`src/rtl/fifo_read_ctrl.sv`:
```
// Read-side controller for on_clk_fifo: pops FIFO words into a 2-entry skid
// buffer and presents them on a valid/ready stream with flush and word counter.
`timescale 1ns/1ps
module fifo_read_ctrl #(
   parameter int unsigned DW = 8,
   parameter int unsigned CW = 16
) (
   input  logic          CLK,
   input  logic          RSTn,
   input  logic          en,
   input  logic          flush,
   input  logic          f_empty,
   input  logic [DW-1:0] f_data,
   output logic          f_read,
   output logic          o_valid,
   output logic [DW-1:0] o_data,
   input  logic          o_ready,
   output logic [CW-1:0] words_out,
   output logic          busy
);

   logic [1:0]    occ_q, occ_d;
   logic          infl_q, infl_d;
   logic [DW-1:0] head_q, head_d;
   logic [DW-1:0] tail_q, tail_d;
   logic [CW-1:0] cnt_q, cnt_d;

   logic          pop;
   logic          cap;
   logic [2:0]    level;

   always_ff @(posedge CLK or negedge RSTn) begin
      if (!RSTn) begin
         occ_q  <= '0;
         infl_q <= 1'b0;
         head_q <= '0;
         tail_q <= '0;
         cnt_q  <= '0;
      end else begin
         occ_q  <= occ_d;
         infl_q <= infl_d;
         head_q <= head_d;
         tail_q <= tail_d;
         cnt_q  <= cnt_d;
      end
   end

   always_comb begin
      pop    = o_valid & o_ready;
      // A word in flight during flush belongs to the discarded stream.
      cap    = infl_q & ~flush;
      level  = {1'b0, occ_q} + {2'b00, infl_q} - {2'b00, pop};
      f_read = RSTn & en & ~flush & ~f_empty & (level < 3'd2);

      occ_d  = occ_q;
      infl_d = f_read;
      head_d = head_q;
      tail_d = tail_q;
      cnt_d  = cnt_q;

      if (flush) begin
         occ_d = '0;
         cnt_d = '0;
      end else begin
         cnt_d = cnt_q + {{(CW-1){1'b0}}, pop};
         unique case ({cap, pop})
            2'b11: begin
               if (occ_q == 2'd2) begin
                  head_d = tail_q;
                  tail_d = f_data;
               end else begin
                  head_d = f_data;
               end
            end
            2'b01: begin
               if (occ_q == 2'd2) head_d = tail_q;
               occ_d = occ_q - 2'd1;
            end
            2'b10: begin
               if (occ_q == 2'd0) head_d = f_data;
               else               tail_d = f_data;
               occ_d = occ_q + 2'd1;
            end
            default: ;
         endcase
      end
   end

   assign o_valid   = (occ_q != 2'd0);
   assign o_data    = head_q;
   assign words_out = cnt_q;
   assign busy      = (occ_q != 2'd0) | infl_q;

   skid_no_overflow: assert property (@(posedge CLK) disable iff (!RSTn)
      !(cap && !pop && occ_q == 2'd2));

endmodule

```
`config.mk`:
```
export PLATFORM = sky130hd
export DESIGN_NAME = fifo_read_ctrl
export DESIGN_NICKNAME = d
export VERILOG_FILES = /design/src/rtl/fifo_read_ctrl.sv
export SDC_FILE = /design/constraint.sdc
export NUM_CORES = 1
export LEC_CHECK = 0
export CAP_MARGIN = 40
export CORE_UTILIZATION = 36
export DETAILED_ROUTE_END_ITERATION = 16
export GPL_TIMING_DRIVEN = 0
export SETUP_SLACK_MARGIN = 0.4
export SLEW_MARGIN = 20
export SYNTH_ARGS = -nofsm -noshare
export SYNTH_HDL_FRONTEND = slang
export SYNTH_SLANG_ARGS = --single-unit
```
`constraint.sdc`:
```
create_clock -name CLK -period 2.2 [get_ports CLK]
set_clock_uncertainty 0.15 [all_clocks]
set_input_delay 0.22 -clock CLK [delete_from_list [all_inputs] [get_ports CLK]]
set_output_delay 0.22 -clock CLK [all_outputs]
set_load 0.005 [all_outputs]
```
==> out/metrics.cfg <==
[timing]
holdWs_ns=0.105
tightest_slew_ns=0.702
worst_slew_margin_rel_pct=53.0
layout_min_cycle_time_ns=2.30
count_of_final_setup_violators=1
final_max_slew_viols=0
grt_setup_unrepaired=true
max_freq_mhz=434
setup_ws_ns=-0.103
final_period_util_pct=105
final_hold_viol_count=0

[grt]
grt.overflow.total=0
global_route.usage.total_pct=17.0
number_of_global_route_vias_before_repair=1495
grt_start_max_net_pins=21
grt_antenna_before_repair=0
grt_pass1_wl_microns=6800

[clocking]
tritoncts_clock_tree=built
cts_root_buf=sky130_fd_sc_hd__clkbuf_8
cts_buffers=5
cts_htree_levels=2
clock_sinks=35
clock_path_buffers=2
insertion_delay_ns=0.29
worst_setup_hold_path_clk_slew_ns=0.07

[hold_path]
worst_hold_path.endpoint=infl_q$_DFF_PN0_
class_of_the_worst_hold_path=in -> reg
hold-path-cell-count=3
min-delay-start=RSTn

[critical_path]
worst-endpoint-required_ns=1.83
critPathArrivalTime_ns=1.93
rrSetupSlack_ns=0.20
cp_max_fo=3
reg2reg_to=o_data[5]$_DFFE_PN0P_
critical_path_start_end_classification=reg -> out
timing.critical_path.from_type=flop
worst_setup_path_startpoint=occ_q[1]$_DFFE_PN0P_
critPathCaptureType=primary output
r2r.worst_path.cells=6
r2r_path_start=occ_q[0]$_DFFE_PN0P_

[die]
rows=25
die_y_microns=72.0
design.die.area_sq_um=5180
die_w_microns=72.0
io_pins=41
initial_core_utilization_pct=37.3
core_area_sq_um=4720

[drt]
avgRoutedWirePerCell_microns=14.6
route.antenna.remaining_nets=0
drt_pre_antenna_iters=4
routed_via_density=4.96
vias=1375
dr.first_iter.drc_count=50
drt_wl_total_microns=4050
drc=0

[synth]
post_synthesis_instance_total=153
number_of_flops_mapped_to_enable_cells_by_yosys=0
avgSynthCellArea_sq_um=11.5
synth.ff_latch_count=35
synth_sequential_area_ratio_pct=49.7
yosys_warnings=0
synthDistinctLibCells=33
synth_flop_cell=sky130_fd_sc_hd__dfrtp_1
synth-async-reset-ratio_pct=100
post_synth_instance_area_sq_um=1760
mappedNetlistNets=168

[place]
gp_routability_congestion=0.745
dp.cells=260
dp.final_hpwl_microns=2840
port_buffers=39
postPlaceCellArea_sq_um=2340
place_worst_setup_slack_ns=-0.392

[power_and_ir_drop]
vdd_ir_drop_max_mv=0.217
power_per_cell_area_nw_per_um2=557
p_leak_nw=1.16

[final_layout]
final_standard_cell_area_without_fillers_sq_um=2620
synthesis_to_finish_area_growth_pct=48.5
finish.cell_count_without_fillers=277
layout_common_cells=35 x sky130_fd_sc_hd__clkdlybuf4s50_1, 32 x sky130_fd_sc_hd__dfrtp_1, 17 x sky130_fd_sc_hd__mux2_4
final_common_cell=sky130_fd_sc_hd__clkdlybuf4s50_1
nFillCells=410
layout-drive-gt1-share_pct=32.4
utilization_pct=55.4
antenna_cells=0
design.final.nets=224

[status]
violations=negative setup slack
outcome=complete, but fails checks

[flow_run]
drv.max_cap_violation_count=0

layout make-up:
cell class | count | area [sq um] | share of cell area [%]
clock inverter | 1 | 7.51 | 0.287
buffer | 6 | 53.8 | 2.06
inverter | 6 | 22.5 | 0.861
clock buffer | 7 | 96.3 | 3.68
sequential | 35 | 880 | 33.6
tap | 67 | 83.8 | 3.20
multi-input combinational | 106 | 967 | 37.0
timing repair buffer | 49 | 505 | 19.3
flip-flops by register name, indices dropped and copies added (netlist names):
name,flops
words_out,16
occ_q,2
infl_q,1
tail_q,8
o_data,8
power by group:
| part | internal (mW) | leakage, nW | switching [mW] |
|---|---|---|---|
| registers | 0.685 | 0.470 | 0.0253 |
| clock network | 0.285 | 0.0505 | 0.228 |
| logic | 0.163 | 0.635 | 0.0726 |
cell usage after synthesis (2+ instances only):
library cell	instances	area [sq um]
sky130_fd_sc_hd__inv_1	6	22.5
sky130_fd_sc_hd__nor2_1	16	60.1
sky130_fd_sc_hd__nand3b_1	2	15.0
sky130_fd_sc_hd__o21ai_0	3	15.0
sky130_fd_sc_hd__nand3_1	3	15.0
sky130_fd_sc_hd__or3_1	3	18.8
sky130_fd_sc_hd__xnor2_1	8	70.1
sky130_fd_sc_hd__nor3_1	3	15.0
sky130_fd_sc_hd__buf_2	2	10.0
sky130_fd_sc_hd__nand2b_1	3	18.8
sky130_fd_sc_hd__mux2_2	24	270
sky130_fd_sc_hd__nor2b_1	3	18.8
sky130_fd_sc_hd__nor4_1	3	18.8
sky130_fd_sc_hd__a31o_2	2	17.5
sky130_fd_sc_hd__nand2_1	5	18.8
sky130_fd_sc_hd__nand4_1	3	18.8
sky130_fd_sc_hd__xor2_1	6	52.6
sky130_fd_sc_hd__dfrtp_1	35	876
sky130_fd_sc_hd__clkbuf_1	2	7.51
sky130_fd_sc_hd__mux2i_1	2	20.0
sky130_fd_sc_hd__o21ai_2	2	17.5
sky130_fd_sc_hd__a21oi_1	6	30.0
kinds of logic after synthesis:
family / after synthesis / share of synthesized area (%)
compound gates: 17 / 7.46
xor+xnor: 14 / 6.96
fa+ha+maj: 1 / 1.14
buf+inv: 12 / 3.34
flops: 35 / 49.7
mux: 26 / 16.5
simple gates: 48 / 14.9
repair_timing:
action                                  in CTS  in global routing
buffers inserted                             4                  3
hold buffers                                 2                  0
endpoints found under the setup margin      18                 34
gates resized for setup                     12                 20
pin swaps                                    4                  5
endpoints found under the hold margin       15                  0
worst max-delay path: stages (launching register included):
cell and delay (ns):
sky130_fd_sc_hd__dfrtp_2 0.41, sky130_fd_sc_hd__buf_6 0.12, sky130_fd_sc_hd__nor2_4 0.08, sky130_fd_sc_hd__inv_2 0.05, sky130_fd_sc_hd__nand2_2 0.06, sky130_fd_sc_hd__nor2_2 0.04, sky130_fd_sc_hd__fa_1 0.49, sky130_fd_sc_hd__nand4b_1 0.12
sky130_fd_sc_hd__nor3_2 0.14, sky130_fd_sc_hd__buf_2 0.14
worst max-delay path by stage:
| stage | endpoint | cells after the start |
|---|---|---|
| 2_1_floorplan | f_read | 8 |
| 3_3_place_gp | f_read | 4 |
| 3_5_place_dp | f_read | 9 |
| 4_1_cts | f_read | 9 |
| 5_1_grt | f_read | 7 |
| 6_report | f_read | 9 |
metal layers:
metal,up-vias,global-route usage [%],share of wire [%]
li1,640,-,-
met1,688,21.1,42
met2,34,29.2,52
met3,13,4.44,3.5
met4,0,5.23,1.9
met5,-,0,0
stage by stage:
| step | power, mW | TNS [ns] |
|---|---|---|
| finish | 1.46 | -0.103 |
| global route | 1.53 | -0.219 |
| floorplan | 0.807 | 0 |
| detailed placement | 0.945 | -0.392 |
| global placement | 0.933 | -2.53 |
| CTS | 1.46 | -0.124 |
Note: power is estimated with default switching activity, not from simulation.
